===== config.mk =====
export PLATFORM = sky130hd
export DESIGN_NAME = ber_frame_reporter
export DESIGN_NICKNAME = d
export VERILOG_FILES = /design/src/rtl/ber_frame_reporter.sv
export SDC_FILE = /design/constraint.sdc
export NUM_CORES = 1
export LEC_CHECK = 0
export CAP_MARGIN = 20
export CORE_UTILIZATION = 52
export DETAILED_ROUTE_END_ITERATION = 12
export PLACE_DENSITY = 0.77
export SLEW_MARGIN = 20
export SYNTH_ARGS = -nofsm -noshare
export SYNTH_HDL_FRONTEND = slang
export SYNTH_SLANG_ARGS = --single-unit

===== constraint.sdc =====
create_clock -name clock -period 2.3 [get_ports clock]
set_input_delay 0.345 -clock clock [delete_from_list [all_inputs] [get_ports clock]]
set_output_delay 0.345 -clock clock [all_outputs]
set_load 0.005 [all_outputs]

===== src/rtl/ber_frame_reporter.sv =====
// ber_frame_reporter: counts checked bits and errored bits over a measurement
// window, latches the totals and sends them as an 8N1 UART result frame:
//   A5, bit_total[31:24..7:0], err_total[23:16..7:0]
// Optional feature macro: BER_CHECKSUM_EN appends a ninth byte holding the XOR
// of the eight preceding frame bytes.
module ber_frame_reporter #(
    parameter int unsigned CLKS_PER_BIT = 104,
    parameter int unsigned WINDOW_BITS  = 32'd1048576
) (
    input  logic        clock,
    input  logic        reset,
    input  logic        start,
    input  logic        abort,
    input  logic        beat_valid,
    input  logic [3:0]  error_bits,
    input  logic [3:0]  bits_checked,
    output logic        uart_tx,
    output logic        busy,
    output logic        done,
    output logic [23:0] err_total,
    output logic [31:0] bit_total,
    output logic        err_sat
);

`ifdef BER_CHECKSUM_EN
    localparam int unsigned NUM_BYTES = 9;
`else
    localparam int unsigned NUM_BYTES = 8;
`endif
    localparam int unsigned BAUD_W = $clog2(CLKS_PER_BIT + 1);

    typedef enum logic [1:0] {IDLE, MEASURE, LATCH, SEND} state_t;

    state_t            state, state_next;
    logic [31:0]       bit_acc;
    logic [23:0]       err_acc;
    logic              sat_flag;
    logic [BAUD_W-1:0] baud_cnt;
    logic [3:0]        bit_idx;
    logic [3:0]        byte_idx;
    logic [32:0]       bit_sum;
    logic [24:0]       err_sum;
    logic              beat_take;
    logic              bit_end;
    logic              frame_end;
    logic [7:0]        cur_byte;
`ifdef BER_CHECKSUM_EN
    logic [7:0]        checksum;
`endif

    // Next-state decode, accumulator sums and UART timing strobes
    always_comb begin
        state_next = state;
        busy       = (state != IDLE);
        beat_take  = (state == MEASURE) && beat_valid;
        bit_sum    = {1'b0, bit_acc} + 33'(bits_checked);
        err_sum    = {1'b0, err_acc} + 25'(error_bits);
        bit_end    = (baud_cnt == BAUD_W'(CLKS_PER_BIT - 1));
        frame_end  = bit_end && (bit_idx == 4'd9) && (byte_idx == 4'(NUM_BYTES - 1));
        case (state)
            IDLE:    if (start) state_next = MEASURE;
            MEASURE: begin
                if (abort)
                    state_next = IDLE;
                else if (beat_valid && (bit_sum >= 33'(WINDOW_BITS)))
                    state_next = LATCH;
            end
            LATCH:   state_next = SEND;
            SEND:    if (frame_end) state_next = IDLE;
            default: state_next = IDLE;
        endcase
    end

    // Frame byte selection from the latched totals
    always_comb begin
`ifdef BER_CHECKSUM_EN
        checksum = 8'hA5 ^ bit_total[31:24] ^ bit_total[23:16] ^ bit_total[15:8]
                 ^ bit_total[7:0] ^ err_total[23:16] ^ err_total[15:8] ^ err_total[7:0];
`endif
        case (byte_idx)
            4'd0:    cur_byte = 8'hA5;
            4'd1:    cur_byte = bit_total[31:24];
            4'd2:    cur_byte = bit_total[23:16];
            4'd3:    cur_byte = bit_total[15:8];
            4'd4:    cur_byte = bit_total[7:0];
            4'd5:    cur_byte = err_total[23:16];
            4'd6:    cur_byte = err_total[15:8];
            4'd7:    cur_byte = err_total[7:0];
`ifdef BER_CHECKSUM_EN
            4'd8:    cur_byte = checksum;
`endif
            default: cur_byte = '0;
        endcase
    end

    // FSM state register
    always_ff @(posedge clock or negedge reset) begin
        if (!reset) state <= IDLE;
        else        state <= state_next;
    end

    // Window accumulators: cleared on start, saturating error count
    always_ff @(posedge clock or negedge reset) begin
        if (!reset) begin
            bit_acc  <= '0;
            err_acc  <= '0;
            sat_flag <= 1'b0;
        end else if ((state == IDLE) && start) begin
            bit_acc  <= '0;
            err_acc  <= '0;
            sat_flag <= 1'b0;
        end else if (beat_take) begin
            bit_acc <= bit_sum[31:0];
            if (err_sum[24]) begin
                err_acc  <= '1;
                sat_flag <= 1'b1;
            end else begin
                err_acc <= err_sum[23:0];
            end
        end
    end

    // Result registers, updated only when a window completes
    always_ff @(posedge clock or negedge reset) begin
        if (!reset) begin
            bit_total <= '0;
            err_total <= '0;
            err_sat   <= 1'b0;
        end else if (state == LATCH) begin
            bit_total <= bit_acc;
            err_total <= err_acc;
            err_sat   <= sat_flag;
        end
    end

    // UART transmitter: start bit is driven as LATCH hands over to SEND, so
    // each later bit is chosen from the byte already latched in the totals
    always_ff @(posedge clock or negedge reset) begin
        if (!reset) begin
            uart_tx  <= 1'b1;
            baud_cnt <= '0;
            bit_idx  <= '0;
            byte_idx <= '0;
            done     <= 1'b0;
        end else begin
            done <= 1'b0;
            case (state)
                LATCH: begin
                    uart_tx  <= 1'b0;
                    baud_cnt <= '0;
                    bit_idx  <= '0;
                    byte_idx <= '0;
                end
                SEND: begin
                    if (bit_end) begin
                        baud_cnt <= '0;
                        if (bit_idx == 4'd9) begin
                            if (frame_end) begin
                                uart_tx <= 1'b1;
                                done    <= 1'b1;
                            end else begin
                                byte_idx <= byte_idx + 4'd1;
                                bit_idx  <= '0;
                                uart_tx  <= 1'b0;
                            end
                        end else begin
                            bit_idx <= bit_idx + 4'd1;
                            uart_tx <= (bit_idx == 4'd8) ? 1'b1 : cur_byte[bit_idx[2:0]];
                        end
                    end else begin
                        baud_cnt <= baud_cnt + BAUD_W'(1);
                    end
                end
                default: begin
                    uart_tx  <= 1'b1;
                    baud_cnt <= '0;
                end
            endcase
        end
    end

endmodule


* Word level (Yosys, flattened, before mapping)
Cells that the tools add are included.
** Cells by class
- $add $sub $neg :: 5
- Multiply operators :: 0
- Divide/modulo/power cells :: 0
- $lt $le $gt $ge :: 2
- Equality and inequality tests :: 20
- Shifts and indexed selects :: 0
- Multiplexer cells :: 34
- Bitwise gates (word level) :: 0
- Reduce and logical (&&, ||, !) cells :: 15
** Operator list (number)
- 2-to-1 mux 24 bit :: 3
- 2-to-1 mux 32 bit :: 2
- one-hot mux 8 bit (8 select lines) :: 1
- adder 32 x 4 -> 33 bit :: 1
- greater-or-equal comparator 33 x 21 -> 1 bit, second input constant :: 1
- adder 24 x 4 -> 25 bit :: 1
- 2-to-1 mux 4 bit :: 6
- == test 4 x 3 -> 1 bit, second input constant :: 4
- one-hot mux 4 bit (2 select lines) :: 2
- 2-to-1 mux 7 bit :: 2
- 2-to-1 mux 1 bit :: 11
- != test 2 bit, second input constant :: 5
- adder 4 x 1 -> 4 bit, second input constant :: 2
- == test 4 x 2 -> 1 bit, second input constant :: 2
- == test 4 bit, second input constant :: 2
- 2-to-1 mux 2 bit :: 4
- one-hot mux 2 bit (4 select lines) :: 1
- nonzero test 2 bit :: 4
- adder 7 x 1 -> 7 bit, second input constant :: 1
- == test 7 bit, second input constant :: 1
- AND reduction 3 bit :: 2
- logical AND 1 bit :: 5
- == test 2 bit, second input constant :: 2
- == test 4 x 1 -> 1 bit, second input constant :: 1
- 10 further kinds :: 10
** Word-level totals
- Flip-flop bits (word level) :: 133
- Latch bits :: 0
- Memory bits (writable) :: 0
- Memory bits (read-only) :: 0
- Logic and storage cells :: 88
- Memories :: 0

* Logic depth before layout (Yosys ltp)
Gate-level depths: netlist of run 1.
- Depth in word-level cells :: 8
- Depth in mapped cells :: 11
- Depth with buffers taken out :: 9

* Worst setup path before layout of run 1
Ideal clock, no wire load.
- Path kind :: register -> register
- From :: register bit_acc[0]
- To :: register with a tool-made name
- Data arrival time :: 2.236 ns
- Data required time :: 2.169 ns
- Slack :: -0.067 ns
- Cell stages (with the launch flop) :: 10
- Path buffers :: 0
- Path through :: dfrtp_1 ha_1 fa_1 a211oi_1 nor2_1 and3_1 a211oi_1 o22ai_1 o21ai_1 o22ai_1
** RTL lines
- start, declared :: RTL line 35 : logic [31:0] bit_acc;
- start signal, assigned :: RTL line 113 : bit_acc <= bit_sum[31:0];

==> run_results.csv, run 1 <==
group,metric,value,unit
status,outcome,"complete, but fails checks",
status,failed_checks,"negative setup slack",
critical_path,path_cells,"ha_4 -> fa_2 -> buf_6 -> a21o_1 -> a21o_1 -> nand4_1 -> mux2i_1 -> o22ai_2 -> o21ai_2 -> o22ai_1",
cts,path_clk_slew,0.06,ns
cells_and_area,antenna_cells,0,
floorplanning,die_x,120,um
pwr,total_power,0.00533,W
cts,cts_tree,"yes",
cells_and_area,final_area,0.00963,mm2
critical_path,r2r_start,"bit_acc[0]$_DFFE_PN0P_",
floorplanning,rows,42,
hold_path,hold_class,"input pin to flip-flop",
global_routing,grt_pass1_vias,6480,
cells_and_area,drive_gt1_frac,0.297,
critical_path,cp_data_arrival_time,2.64,ns
detailed_routing,dr_wl_met2,10200,um
floorplanning,die_area,0.0143,mm2
detailed_routing,drt-met1-wl,9230,um
critical_path,critPathMaxStageDelay,0.41,ns
cells_and_area,fin_util,0.722,
sta,timing.final.hold_violations,0,
detailed_routing,ant_nets,0,
cells_and_area,syn2layout_area_growth,33.9,%
synthesis,yosysUniqueCellTypes,73,
hold_path,min_path_cells,4,
cts,cts_buffer_depth,2,
sta,worst_pin_slew,0.650,ns
detailed_routing,first_iter_violations,631,
hold_path,holdPathEnd,"err_acc[0]$_DFFE_PN0P_",
critical_path,rr_worst_depth,10,
floorplanning,core,0.0133,mm2
detailed_routing,routed_wl,22300,um
cells_and_area,register_area,0.00333,mm2
global_routing,antenna_found_initial,0,
global_routing,overflow,0,
cts,cts.sinks,133,
floorplanning,ios,73,
synthesis,syn_avg_cell_area,10.1,um2
placed_design,dpl-instance-area,0.00865,mm2
synthesis,syn_inst,709,
global_routing,grt_usage,0.320,
placed_design,hpwl,15200,um
cells_and_area,fillers,944,
sta,drv_slew,0,
synthesis,yosysWarningCount,0,
synthesis,syn-num-nets,737,
job,drv_cap,0,
critical_path,end_kind,"flip-flop",
detailed_routing,viasPerCell,6.32,
floorplanning,die_h,120,um
sta,max-slew-margin-rel,0.567,
synthesis,netlist_area,0.00719,mm2
synthesis,ys_ff_latch,133,
cells_and_area,final_cell_mix,"dfrtp_1, buf_4, nand2_1",
detailed_routing,highest_layer,"met4",
placed_design,place_congestion,0.946,
sta,rsz0062_at_grt,"true",
hold_path,hp-start,"error_bits[0]",
cts,clk_latency,0.43,ns
critical_path,start_kind,"flip-flop",
critical_path,cp_slowest_cell,"dfrtp_1",
sta,finalCritPeriodShare,1.02,
synthesis,synth_edf_count,0,
sta,skew,0.00821,ns
floorplanning,start_util,0.539,
cells_and_area,final_common_cell,"dfrtp_1",
detailed_routing,met3_wirelength,1900,um
critical_path,worstSetupPathType,"flip-flop to flip-flop",
placed_design,portBuffers,72,
critical_path,crit_required,2.60,ns
cts,numCtsBuffers,17,
detailed_routing,drcViolationCount,0,
detailed_routing,vias,6614,
synthesis,ys_seq_area_frac,0.463,
pwr,power_density,554,mW/mm2
detailed_routing,drtPass1Iterations,5,
critical_path,crit_top_cell,"a21o_1",
critical_path,regToRegSetupSlack,-0.04,ns
cts,clock-root-buffer,"clkbuf_16",
synthesis,synth-main-ff-cell,"dfrtp_1",
sta,final-setup-viol-count,2,
cells_and_area,multiInputGateArea,0.00384,mm2
pwr,ir_worst_vdd,569,uV
detailed_routing,wl_per_cell,21.3,um
sta,worst_slack,-0.0402,ns
pwr,leakagePower,4.21,nW
cells_and_area,nets,885,
global_routing,grt_max_degree,60,
cts,h-tree-depth,4,
synthesis,ys_async_sr_fraction,1.00,
placed_design,pre_cts_ws,-0.633,ns
critical_path,worst-path-max-fanout,2,
sta,fin_crit,2.34,ns
global_routing,grt_first_pass_wirelength,35100,um
sta,max_freq,427,MHz
## per-layer routing
| metal | GRT usage | vias up |
|---|---|---|
| met5 | 0 | - |
| met4 | 0.151 | 0 |
| met3 | 0.0613 | 71 |
| met2 | 0.494 | 371 |
| met1 | 0.436 | 3227 |
| li1 | - | 2945 |
## flip-flops by register name, summed over array words and instances, names as in the netlist, named ones only
| register | flops |
|---|---|
| bit_acc | 32 |
| bit_total | 32 |
| err_acc | 24 |
| err_total | 24 |
| baud_cnt | 7 |
| bit_idx | 4 |
| byte_idx | 4 |
| done | 1 |
| err_sat | 1 |
| sat_flag | 1 |
| state | 1 |
| uart_tx | 1 |
## metrics by stage
step | setup TNS, ns | std cells | hold WS [ns]
floorplan | 0 | 709 | 0.0494
global placement | -10.34 | 1001 | 0.402
detailed placement | -13.63 | 1001 | 0.414
CTS | -0.0865 | 1037 | 0.464
global route | -0.396 | 1046 | 0.399
finish | -0.0495 | 1046 | 0.388
## cell type report
| class | instances | share of cell area |
|---|---|---|
| clock buffer | 21 | 0.0499 |
| multi-input combinational | 520 | 0.399 |
| inverter | 13 | 0.00507 |
| timing repair buffer | 172 | 0.162 |
| sequential | 133 | 0.346 |
| tap | 176 | 0.0229 |
| clock inverter | 11 | 0.0153 |
## cells in the mapped netlist, types with 3 or more instances
master	instances	area, um2
nand4_1	18	113
or2_2	3	18.8
a21oi_1	23	115
clkbuf_1	29	109
nor4_1	5	31.3
nor3_1	10	50.1
mux2_2	67	754
nor2_1	28	105
a31oi_1	12	75.1
nand3_2	5	50.1
o311ai_0	3	26.3
buf_2	5	25.0
nand3b_1	5	37.5
o211ai_2	3	37.5
a222oi_1	5	50.1
o211ai_1	12	90.1
nand3_1	33	165
dfrtp_1	132	3300
and2_1	6	37.5
o31ai_1	8	60.1
a21o_1	7	52.6
buf_6	3	33.8
nand2b_1	3	18.8
a22oi_1	8	60.1
a22o_1	4	35.0
o21ai_0	62	310
ha_1	13	163
o41ai_1	3	26.3
inv_1	13	48.8
or3_1	7	43.8
mux2i_1	5	50.1
and4_1	3	26.3
o22ai_1	3	18.8
buf_1	3	11.3
xnor2_1	8	70.1
xor2_1	5	43.8
and3_1	8	50.1
nand2_1	77	289
nor3b_1	5	37.5
a211oi_1	6	45.0
and4_4	3	33.8
nor2b_1	4	25.0
## where the power goes
part / internal (W) / switching, W
clock network: 0.00182 / 0.00106
logic: 0.0000414 / 0.0000680
registers: 0.00234 / 0
## worst max-delay path: cells and delay by family (launching register included)
kind | cells | cell delay, ns
AOI/OAI and AO/OA | 5 | 0.76
adders and majority gates | 2 | 0.56
buffers and inverters | 1 | 0.14
DFF | 1 | 0.41
muxes | 1 | 0.23
and+or+nand+nor | 1 | 0.12
## how the worst max path moves through the flow
stage                                 startpoint        end  slack, ns  cells past startpoint
final                     bit_acc[0]$_DFFE_PN0P_  flip-flop      -0.04                     10
after global routing      bit_acc[1]$_DFFE_PN0P_  flip-flop      -0.15                      9
after CTS                 bit_acc[0]$_DFFE_PN0P_  flip-flop      -0.06                     10
after detailed placement         bits_checked[0]  flip-flop      -0.63                     10
after global placement           bits_checked[0]  flip-flop      -0.58                     11
after floorplan           bit_acc[0]$_DFFE_PN0P_  flip-flop       0.02                      9
## repair_timing
item / in CTS / in global routing
setup buffers: 3 / 9
endpoints found under the hold margin: 44 / 0
hold buffers: 1 / 0
pin swaps: 11 / 18
endpoints found under the setup margin: 4 / 33
resized for setup: 12 / 44
## cell families after synthesis
kind of cell / synth area share
AO/OA/AOI/OAI: 0.168
XOR/XNOR: 0.0158
adder cells (fa/ha/maj): 0.0282
buffers and inverters: 0.0367
flip-flops: 0.463
multiplexers: 0.112
AND/OR/NAND/NOR: 0.176
No activity file was read; power rests on OpenSTA's default activity.
==> inputs of run 2 (changes only) <==
--- a/config.mk
+++ b/config.mk
@@ -5,7 +5,6 @@
 export SDC_FILE = /design/constraint.sdc
 export NUM_CORES = 1
 export LEC_CHECK = 0
-export CAP_MARGIN = 20
 export CORE_UTILIZATION = 52
 export DETAILED_ROUTE_END_ITERATION = 12
 export PLACE_DENSITY = 0.77
==> results of run 2 <==
No change in the layout: final DEF, timing and power equal those of run 1.
==> inputs of run 3 (changes only) <==
--- a/config.mk
+++ b/config.mk
@@ -5,6 +5,7 @@
 export SDC_FILE = /design/constraint.sdc
 export NUM_CORES = 1
 export LEC_CHECK = 0
+export CAP_MARGIN = 20
 export CORE_UTILIZATION = 52
 export DETAILED_ROUTE_END_ITERATION = 12
 export PLACE_DENSITY = 0.77
==> results of run 3 <==
No change in the layout: final DEF, timing and power equal those of run 1.
